==> src/rtl/minmax_pkg.sv <==
// Shared definitions for the windowed min/max tracker: FSM state encoding and
// the width helper for the sample-count output.
package minmax_pkg;

  typedef enum logic [1:0] {
    ST_EMPTY = 2'd0,
    ST_ACCUM = 2'd1,
    ST_HOLD  = 2'd2
  } state_t;

  function automatic int cw_of(input int window);
    return $clog2(window + 1);
  endfunction

endpackage

==> src/rtl/minmax_window_cmp.sv <==
// Combinational N-bit magnitude compare (lt/gt/eq of a against b).
// Define MINMAX_SIGNED_EN to treat both operands as two's-complement.
module minmax_cmp #(
  parameter int N = 32
) (
  input  logic [N-1:0] a,
  input  logic [N-1:0] b,
  output logic         lt,
  output logic         gt,
  output logic         eq
);

`ifdef MINMAX_SIGNED_EN
  logic signed [N-1:0] sa;
  logic signed [N-1:0] sb;

  assign sa = a;
  assign sb = b;
  assign lt = (sa < sb);
  assign gt = (sa > sb);
`else
  assign lt = (a < b);
  assign gt = (a > b);
`endif
  assign eq = (a == b);

endmodule

==> src/rtl/minmax_window.sv <==
// Windowed streaming min/max tracker: emits min, max, count and all-equal per
// WINDOW samples or on an early flush. MINMAX_SIGNED_EN selects signed compare.
module minmax_window
  import minmax_pkg::*;
#(
  parameter  int N      = 32,
  parameter  int WINDOW = 8,
  localparam int CW     = cw_of(WINDOW)
) (
  input  logic          clk,
  input  logic          rst,
  input  logic          clear,
  input  logic          flush,
  input  logic          in_valid,
  output logic          in_ready,
  input  logic [N-1:0]  in_data,
  output logic          out_valid,
  input  logic          out_ready,
  output logic [N-1:0]  out_min,
  output logic [N-1:0]  out_max,
  output logic [CW-1:0] out_count,
  output logic          out_all_equal
);

  state_t        state;
  state_t        state_nxt;
  logic [CW-1:0] cnt;
  logic [CW-1:0] upd_cnt;
  logic [N-1:0]  run_min_p0;
  logic [N-1:0]  run_max_p0;
  logic [N-1:0]  upd_min;
  logic [N-1:0]  upd_max;
  logic          acc;
  logic          close;
  logic          lt_min;
  logic          gt_max;
  logic          cmp_unused_gt_min;
  logic          cmp_unused_eq_min;
  logic          cmp_unused_lt_max;
  logic          cmp_unused_eq_max;

  minmax_cmp #(.N(N)) u_cmp_min (
    .a  (in_data),
    .b  (run_min_p0),
    .lt (lt_min),
    .gt (cmp_unused_gt_min),
    .eq (cmp_unused_eq_min)
  );

  minmax_cmp #(.N(N)) u_cmp_max (
    .a  (in_data),
    .b  (run_max_p0),
    .lt (cmp_unused_lt_max),
    .gt (gt_max),
    .eq (cmp_unused_eq_max)
  );

  assign acc       = in_valid && in_ready;
  assign out_valid = (state == ST_HOLD);

  always_comb begin
    upd_min   = run_min_p0;
    upd_max   = run_max_p0;
    upd_cnt   = cnt;
    state_nxt = state;
    close     = 1'b0;

    if (acc) begin
      if (state == ST_EMPTY) begin
        upd_min = in_data;
        upd_max = in_data;
        upd_cnt = CW'(1);
      end else begin
        if (lt_min) upd_min = in_data;
        if (gt_max) upd_max = in_data;
        upd_cnt = cnt + 1'b1;
      end
    end

    case (state)
      ST_EMPTY: if (acc) state_nxt = (upd_cnt == CW'(WINDOW)) ? ST_HOLD : ST_ACCUM;
      ST_ACCUM: if ((acc && (upd_cnt == CW'(WINDOW))) || flush) state_nxt = ST_HOLD;
      ST_HOLD:  if (out_ready) state_nxt = ST_EMPTY;
      default:  state_nxt = ST_EMPTY;
    endcase

    close = (state != ST_HOLD) && (state_nxt == ST_HOLD);

    if (clear) begin
      state_nxt = ST_EMPTY;
      close     = 1'b0;
    end
  end

  // control: state, count and the registered ready
  always_ff @(posedge clk or posedge rst) begin
    if (rst) begin
      state    <= ST_EMPTY;
      cnt      <= '0;
      in_ready <= 1'b0;
    end else begin
      state    <= state_nxt;
      in_ready <= (state_nxt != ST_HOLD);
      cnt      <= (clear || close) ? '0 : upd_cnt;
    end
  end

  // running extrema are reloaded by the first sample of every window
  always_ff @(posedge clk) begin
    if (acc) begin
      run_min_p0 <= upd_min;
      run_max_p0 <= upd_max;
    end
  end

  // result beat: loads from the post-update values at window close
  always_ff @(posedge clk or posedge rst) begin
    if (rst) begin
      out_min       <= '0;
      out_max       <= '0;
      out_count     <= '0;
      out_all_equal <= 1'b0;
    end else if (clear) begin
      out_min       <= '0;
      out_max       <= '0;
      out_count     <= '0;
      out_all_equal <= 1'b0;
    end else if (close) begin
      out_min       <= upd_min;
      out_max       <= upd_max;
      out_count     <= upd_cnt;
      out_all_equal <= (upd_min == upd_max);
    end
  end

endmodule
==> config.mk <==
export PLATFORM = sky130hd
export DESIGN_NAME = minmax_window
export DESIGN_NICKNAME = d
export VERILOG_FILES = /design/src/rtl/minmax_pkg.sv /design/src/rtl/minmax_window_cmp.sv /design/src/rtl/minmax_window.sv
export SDC_FILE = /design/constraint.sdc
export NUM_CORES = 1
export LEC_CHECK = 0
export BUFFER_PORTS_ARGS = -buffer_cell sky130_fd_sc_hd__buf_2
export CAP_MARGIN = 20
export CORE_MARGIN = 2
export CORE_UTILIZATION = 59
export DETAILED_ROUTE_END_ITERATION = 8
export HOLD_SLACK_MARGIN = 0.05
export PLACE_DENSITY = 0.81
export SYNTH_ARGS = -nofsm -noshare
export SYNTH_HDL_FRONTEND = slang
export SYNTH_HIERARCHICAL = 1
export SYNTH_SLANG_ARGS = --single-unit
==> constraint.sdc <==
create_clock -name clk -period 4.7 [get_ports clk]
set_input_delay 0.235 -clock clk [delete_from_list [all_inputs] [get_ports clk]]
set_output_delay 0.235 -clock clk [all_outputs]
set_load 0.02 [all_outputs]
==> results of run 1 <==
[area by class of cell]
cell class / instances / area (um^2) / share of cell area [%]
well taps: 184 / 230 / 2.26
clock buffers: 27 / 544 / 5.33
inverters: 81 / 305 / 2.99
flip-flops and latches: 140 / 3820 / 37.5
repair buffers: 129 / 751 / 7.36
clock inverters: 5 / 27.5 / 0.270
multi-input cells: 688 / 4520 / 44.3
diodes: 1 / 2.50 / 0.0245
[placed cells by master (no fill, tap or decap), types with 4 or more instances in the layout]
cell type / n
buf_2: 108
nand4_1: 10
and4_1: 6
a311oi_1: 38
and3_1: 21
inv_1: 79
nand2_1: 123
o21ai_1: 21
a221oi_1: 42
buf_12: 4
o21ai_0: 52
o22ai_1: 15
nand3_1: 30
o32ai_1: 6
mux2i_1: 24
nor2_1: 114
a211oi_1: 4
a221o_1: 5
buf_4: 16
clkinv_2: 4
clkbuf_16: 18
edfxtp_1: 64
a21oi_1: 32
nor4_1: 9
dfrtp_1: 76
clkbuf_8: 6
ha_1: 65
xor2_1: 15
nor3_1: 6
[final timing paths]
check,cells past startpoint,end,start,slack (ps)
hold / removal,3,out_max[11],in_data[11],170
max in group asynchronous,5,out_min[14],rst,3610
hold reg to reg,2,out_min[20],out_min[20],520
setup reg to reg,15,out_all_equal,run_max_p0[5],290
setup / recovery,15,out_all_equal,run_max_p0[5],290
min in group asynchronous,4,out_count[1],rst,480
[flip-flops by register name, summed over array words and instances, names as in the netlist]
signal / cells
out_count: 4
run_min_p0: 32
out_all_equal: 1
out_max: 32
run_max_p0: 32
cnt: 4
in_ready: 1
out_min: 32
state: 2
[where the power goes]
group	leakage [nW]	internal, mW	switching, mW
logic	2.84	0.315	0.572
clock network	0.286	0.787	0.494
registers	1.67	1.41	0.0857
[layer usage]
layer  part of all wire (%)  vias up  track usage [%]
li1                       -     3746                -
met2                     47      439             49.2
met3                    8.0       82             6.50
met5                  0.045        -                0
met4                    3.4        2             14.0
met1                     42     3887             40.7
[worst max-delay path: stages, from the launching register on]
cell and delay, ps:
edfxtp_1 410, inv_1 80, ha_1 240, a21oi_1 140
o21ai_0 110, a221o_1 340, o31ai_2 260, a21oi_1 120
o21bai_4 430, nand2_1 420, buf_4 290, a221oi_1 110
nor4_1 650, nand4_1 210, nor4_1 360, a22o_1 180
[repair_timing]
| item | in CTS | in global routing |
|---|---|---|
| hold buffers | 0 | 1 |
| setup endpoints to repair | 0 | 1 |
| hold endpoints to repair | 0 | 38 |
| gates resized for setup | 0 | 1 |
==> results.cfg, run 1 <==
[sta]
finalCritPeriodShare_pct = 93.8
max_slew.worst_pin.slew_ps = 988
clock.fmax_mhz = 227
post-route-min-period_ps = 4410
rsz0062_at_grt = false
timing_hold_violations_final = 0
tns_ps = 0
setup_viol_count_final = 0
clock-skew-final_ps = 6.95
maxSlewViolCount = 0
worst_setup_slack_final_ps = 290
hold_slack_ps = 171
slew-limit-headroom_pct = 34.0

[global_routing]
first_global_vias = 7823
gr-usage-all-layers_pct = 30.8
maximum_number_of_pins_on_one_net_before_global_route_repair = 77
antenna_found_initial = 3
gr-total-overflow = 0
grt_pass1_wl_mm = 39.6

[route]
detail_route.first_pass.iterations = 6
route.final.wire_length_mm = 24.5
ant_nets = 0
vias = 8156
drc = 0
route.detailed.wl_per_inst_um = 19.5
vias_per_cell = 6.50
drt_iter0_drc = 944

[final_layout]
filler_cell_count = 1182
final_cell_area_um2 = 10200
final_cell_count_no_fill = 1255
fin_nets = 1160
post-route-util_pct = 69.7
layout_cell_share_with_drive_strength_beyond_1_pct = 16.8
syn2layout_area_growth_pct = 14.8

[setup_path]
cp_data_arrival_time_ps = 4780
critPathMaxFanout = 33
crit_type = reg2reg
cp.required_ps = 5070
setup_crit_end_kind = register
start_kind = register

[pwr]
finalPower_mw = 3.66
pwr_density_cell_nw_per_um2 = 359
power.static_leakage_nw = 4.79
vdd_ir_drop_max_v = 0.000239

[clock_network]
clk_pin_slew_ps = 60
tritoncts = built
cts_post_setup_buffers_inserted = 0
clk-insertion-delay-late_ps = 430
htreeDepth = 4
cts-root-to-sink-buffers = 2
cts_made_buffers = 17
root_buffer = clkbuf_16
cts_sink_count = 140

[hold_path]
class_of_the_tightest_hold_or_removal_check = in2reg

[logic_synthesis]
synthesis.yosys.warnings = 6
syn-mean-instance-area_um2 = 9.19
postSynthCellCount = 967
synth.cell_area_um2 = 8890
synth_fp_nets = 1070

[placement]
preCtsSetupSlack_ps = 417
gp_congestion = 0.905
dp.cells = 1220
place_hpwl_mm = 16.5
placement.cell_area_um2 = 9600
io_buffer_count = 108

[floorplan]
core-area_um2 = 14600
dieWidth_um = 127
ioPinCount = 109
start_util_pct = 60.7
chipHeight_um = 127
number_of_core_rows = 44
total_die_area_um2 = 16100

[run_status]
status = finished, final reports clean

[job]
max_cap_violations = 0
Note: power is estimated with default switching activity, not from simulation.
==> inputs of run 2 (changes only) <==
--- a/config.mk
+++ b/config.mk
@@ -8,10 +8,10 @@
 export BUFFER_PORTS_ARGS = -buffer_cell sky130_fd_sc_hd__buf_2
 export CAP_MARGIN = 20
 export CORE_MARGIN = 2
-export CORE_UTILIZATION = 59
+export CORE_UTILIZATION = 64
 export DETAILED_ROUTE_END_ITERATION = 8
 export HOLD_SLACK_MARGIN = 0.05
-export PLACE_DENSITY = 0.81
+export PLACE_DENSITY = 0.87
 export SYNTH_ARGS = -nofsm -noshare
 export SYNTH_HDL_FRONTEND = slang
 export SYNTH_HIERARCHICAL = 1
==> constraint.sdc (replaced) <==
create_clock -name clk -period 5.3 [get_ports clk]
set_input_delay 0.265 -clock clk [delete_from_list [all_inputs] [get_ports clk]]
set_output_delay 0.265 -clock clk [all_outputs]
set_load 0.02 [all_outputs]
==> run 2 against run 1 <==
Global-route usage grew 3.7 points. Wire length grew 2.0%. Count of clock-buffer cells in the layout shrank 6. Critical path type unchanged. Largest power group unchanged.
==> results.cfg, run 2 (synthesis results as in run 1) <==
[placement]
place_hpwl_mm = 16.5
gp_congestion = 0.967
preCtsSetupSlack_ps = 776
io_buffer_count = 108
dp.cells = 1210

[sta]
clock.fmax_mhz = 212
post-route-min-period_ps = 4720
rsz0062_at_grt = false
tns_ps = 0
setup_viol_count_final = 0
worst_setup_slack_final_ps = 578
maxSlewViolCount = 0
slew-limit-headroom_pct = 29.7
timing_hold_violations_final = 0
finalCritPeriodShare_pct = 89.1
max_slew.worst_pin.slew_ps = 1050
clock-skew-final_ps = 6.91

[route]
ant_nets = 0
vias_per_cell = 6.65
vias = 8259
route.final.wire_length_mm = 25.0
drc = 0
detail_route.first_pass.iterations = 7
drt_iter0_drc = 1101
route.detailed.wl_per_inst_um = 20.1

[clock_network]
htreeDepth = 4
cts_made_buffers = 17
clk_pin_slew_ps = 60
clk-insertion-delay-late_ps = 430
tritoncts = built
cts_sink_count = 140
post_cts.resized_instances = 0
cts-root-to-sink-buffers = 2
root_buffer = clkbuf_16
hold_buffers = 0
cts_post_setup_buffers_inserted = 0

[final_layout]
diodes = 0
final_cell_count_no_fill = 1242
layout.cells.most_common_list = 123 x nand2_1, 114 x nor2_1, 108 x buf_2
layout_commonest_cell = nand2_1
syn2layout_area_growth_pct = 13.8
layout_cell_share_with_drive_strength_beyond_1_pct = 16.6
fin_nets = 1152

[pwr]
power.static_leakage_nw = 4.75
pwr_density_cell_nw_per_um2 = 325
finalPower_mw = 3.28
vdd_ir_drop_max_v = 0.000350

[floorplan]
start_util_pct = 64.8
ioPinCount = 109
core-area_um2 = 13700
dieWidth_um = 122
number_of_core_rows = 43
chipHeight_um = 122
total_die_area_um2 = 14800

[setup_path]
critPathMaxFanout = 21
setup_crit_end_kind = register
cp.required_ps = 5670
crit_type = reg2reg
cp_data_arrival_time_ps = 5090
start_kind = register

[global_routing]
gr-usage-all-layers_pct = 34.5
maximum_number_of_pins_on_one_net_before_global_route_repair = 77
antenna_found_initial = 0
grt_pass1_wl_mm = 39.9
gr-total-overflow = 0
first_global_vias = 8031

[hold_path]
class_of_the_tightest_hold_or_removal_check = in2async

[job]
max_cap_violations = 0

[run_status]
status = finished, final reports clean
-- run 2: cell count changes in the layout (fill, tap and decap cells not counted), sizes merged --
cell	change
diode	-1
dlygate4sd3	-1
clkbuf	-6
clkinvlp	+1
inv	+5
buf	-7
-- run 2: worst max-delay path, stage by stage (launching register included) --
cell and delay (ps):
edfxtp_1 390, inv_1 70, ha_1 340, nand4_1 190, nor4_2 450, a21boi_2 250, o31ai_2 80, a21oi_1 200
o21ba_1 430, buf_4 350, buf_4 200, o21ai_0 280, a221oi_1 150, nor4_1 410, nand4_1 180, nor4_1 490
a22o_1 200
-- run 2: per-layer routing --
metal	vias to the layer above	part of all wire, %	GRT usage, %
met1	3889	40	43.0
li1	3721	-	-
met5	-	0	0
met4	0	3.2	14.4
met2	548	48	57.1
met3	101	9.3	9.04
-- run 2: final timing paths --
| path | slack (ps) | depth (start not counted) | end | from |
|---|---|---|---|---|
| max | 580 | 16 | out_all_equal | run_max_p0[14] |
| min | 150 | 3 | out_max[28] | rst |
| max reg2reg | 580 | 16 | out_all_equal | run_max_p0[14] |
| min reg2reg | 520 | 2 | out_max[20] | out_max[20] |
| max in group asynchronous | 4530 | 3 | out_max[4] | rst |
| min in group clk | 200 | 3 | out_max[11] | in_data[11] |
-- run 2: area by class of cell --
class / count / area, um^2
timing repair buffer: 121 / 651
tap: 180 / 225
sequential: 140 / 3820
multi-input combinational: 688 / 4520
fill: 1001 / 3610
clock inverter: 11 / 76.3
inverter: 81 / 304
clock buffer: 21 / 514
-- run 2: power by group --
group          leakage [nW]  switching (mW)  internal [mW]  total [mW]
Clock                 0.296           0.482          0.696        1.18
Sequential             1.67          0.0766           1.25        1.32
Combinational          2.78           0.510          0.271       0.781
Total                  4.75            1.07           2.21        3.28
-- run 2: per-stage QoR --
| stage | hold WS [ps] | instance area (um^2) | util, % |
|---|---|---|---|
| global placement | 497 | 9520 | 69.4 |
| floorplan | 441 | 8890 | - |
| global route | 227 | 10100 | 73.7 |
| CTS | 185 | 10100 | 73.7 |
| finish | 146 | 10100 | 73.7 |
| detailed placement | 510 | 9520 | 69.4 |
==> inputs of run 3 (changes only) <==
--- a/config.mk
+++ b/config.mk
@@ -5,6 +5,7 @@
 export SDC_FILE = /design/constraint.sdc
 export NUM_CORES = 1
 export LEC_CHECK = 0
+export ABC_AREA = 1
 export BUFFER_PORTS_ARGS = -buffer_cell sky130_fd_sc_hd__buf_2
 export CAP_MARGIN = 20
 export CORE_MARGIN = 2
==> run 3 against run 2 <==
Sequential power barely moved. Critical path depth rose by 4. Hold slack got worse by 30 ps. Combinational power rose by 9.7%. Register-to-register slack improved by 830 ps. Non-clock buffer count fell by 2. Wire length fell by 8.2%. Sequential share of layout area rose by 0.30 points. Synthesized cell count rose by 21%. Largest power group unchanged.
==> results.cfg, run 3 <==
[sta]
clock-skew-final_ps = 7.74
tns_ps = 0
hold_slack_ps = 116
clock.fmax_mhz = 257
setup_viol_count_final = 0
worst_setup_slack_final_ps = 1410
slew-limit-headroom_pct = 46.9
timing_hold_violations_final = 0
max_slew.worst_pin.slew_ps = 796
rsz0062_at_grt = false
maxSlewViolCount = 0
post-route-min-period_ps = 3890
finalCritPeriodShare_pct = 73.5

[final_layout]
layout_cell_share_with_drive_strength_beyond_1_pct = 14.4
final_cell_count_no_fill = 1457
filler_cell_count = 971
layout.cells.most_common_list = 504 x nand2_1, 164 x inv_1, 108 x buf_2
final_cell_area_um2 = 10000
post-route-util_pct = 75.4
fin_nets = 1371
layout_commonest_cell = nand2_1
syn2layout_area_growth_pct = 14.4
diodes = 0

[route]
route.detailed.wl_per_inst_um = 15.7
vias = 8138
route.final.wire_length_mm = 22.9
ant_nets = 0
drc = 0
vias_per_cell = 5.59
detail_route.first_pass.iterations = 6
drt_iter0_drc = 841

[clock_network]
clk-insertion-delay-late_ps = 430
tritoncts = built
clk_pin_slew_ps = 60
post_cts.resized_instances = 0
cts_made_buffers = 17
cts-root-to-sink-buffers = 2
root_buffer = clkbuf_16
cts_sink_count = 140
htreeDepth = 4

[global_routing]
grt_pass1_wl_mm = 37.1
antenna_found_initial = 0
maximum_number_of_pins_on_one_net_before_global_route_repair = 77
gr-total-overflow = 0
gr-usage-all-layers_pct = 32.6
first_global_vias = 7850

[pwr]
fraction_of_power_consumed_by_sequential_logic_pct = 38.4
vdd_ir_drop_max_v = 0.000270
clock_power_share_pct = 36.5
netSwitchingFraction_pct = 32.7
pwr_density_cell_nw_per_um2 = 340
finalPower_mw = 3.42
cellInternalPower_mw = 2.30
switchingPower_mw = 1.12
pwr-share-comb_pct = 25.1
power.static_leakage_nw = 5.64

[floorplan]
total_die_area_um2 = 14700
chipHeight_um = 121
ioPinCount = 109
start_util_pct = 66.0
number_of_core_rows = 42
dieWidth_um = 121
core-area_um2 = 13300

[logic_synthesis]
synth.cell_area_um2 = 8770
synth_fp_nets = 1273
synthesis.yosys.warnings = 6
postSynthCellCount = 1170
syn-mean-instance-area_um2 = 7.50

[setup_path]
cp_data_arrival_time_ps = 4260
crit_type = reg2reg
start_kind = register
critPathMaxFanout = 64
cp.required_ps = 5670
setup_crit_end_kind = register

[placement]
dp.cells = 1423
preCtsSetupSlack_ps = 1610
placement.cell_area_um2 = 9370
gp_congestion = 0.895
io_buffer_count = 108
place_hpwl_mm = 15.7

[job]
max_cap_violations = 0

[hold_path]
class_of_the_tightest_hold_or_removal_check = in2reg

[run_status]
status = finished, final reports clean
-- run 3: final timing paths --
kind                                 from       endpoint  slack [ps]  cells past startpoint
max                        run_max_p0[26]  out_all_equal        1410                     20
min                                 clear       state[0]         120                      2
max reg2reg                run_max_p0[26]  out_all_equal        1410                     20
min reg2reg                   out_min[14]    out_min[14]         480                      2
max in group asynchronous             rst    out_max[20]        4250                      5
min in group asynchronous             rst     out_min[6]         460                      4
-- run 3: timing repair --
action,CTS,global route
hold buffers,0,1
endpoints found under the hold margin,0,24
buffers inserted,0,0
-- run 3: layout make-up --
type	instances	area [um^2]	share of cell area (%)
clock buffer	22	517	5.15
tap	176	220	2.20
timing repair buffer	119	666	6.64
clock inverter	10	104	1.04
inverter	174	656	6.54
sequential	140	3820	38.1
multi-input combinational	816	4050	40.3
-- run 3: power by group through the flow --
stage	Combinational [mW]	Sequential, mW	Clock [mW]
after global routing	0.958	1.32	1.30
after global placement	0.793	1.33	0
after detailed placement	0.821	1.33	0
after CTS	0.835	1.31	1.25
final	0.857	1.31	1.25
after floorplan	0.570	1.35	0
-- run 3: metal layers --
layer | share of wire (%) | vias up | global-route usage (%)
met2 | 47 | 443 | 52.5
met3 | 9.3 | 71 | 7.42
met4 | 3.4 | 0 | 14.5
li1 | - | 3860 | -
met1 | 40 | 3764 | 42.1
met5 | 0 | - | 0
-- run 3: worst max-delay path, cell delays in order (launching register included) --
cell      delay (ps)
edfxtp_1         390
inv_1             60
ha_1             270
nand2_1           70
nor2_1           170
nand2_1          170
nor2_1           140
nand2_1           60
a21oi_1          220
nand3_1          470
nand2_4          750
nand2_1          100
o21ai_0          140
nand2_1          110
nand2_1           90
nand2_1           60
nor2_1           170
nand2_1           70
nor2_1           140
nand3_1           90
nand2_1           60
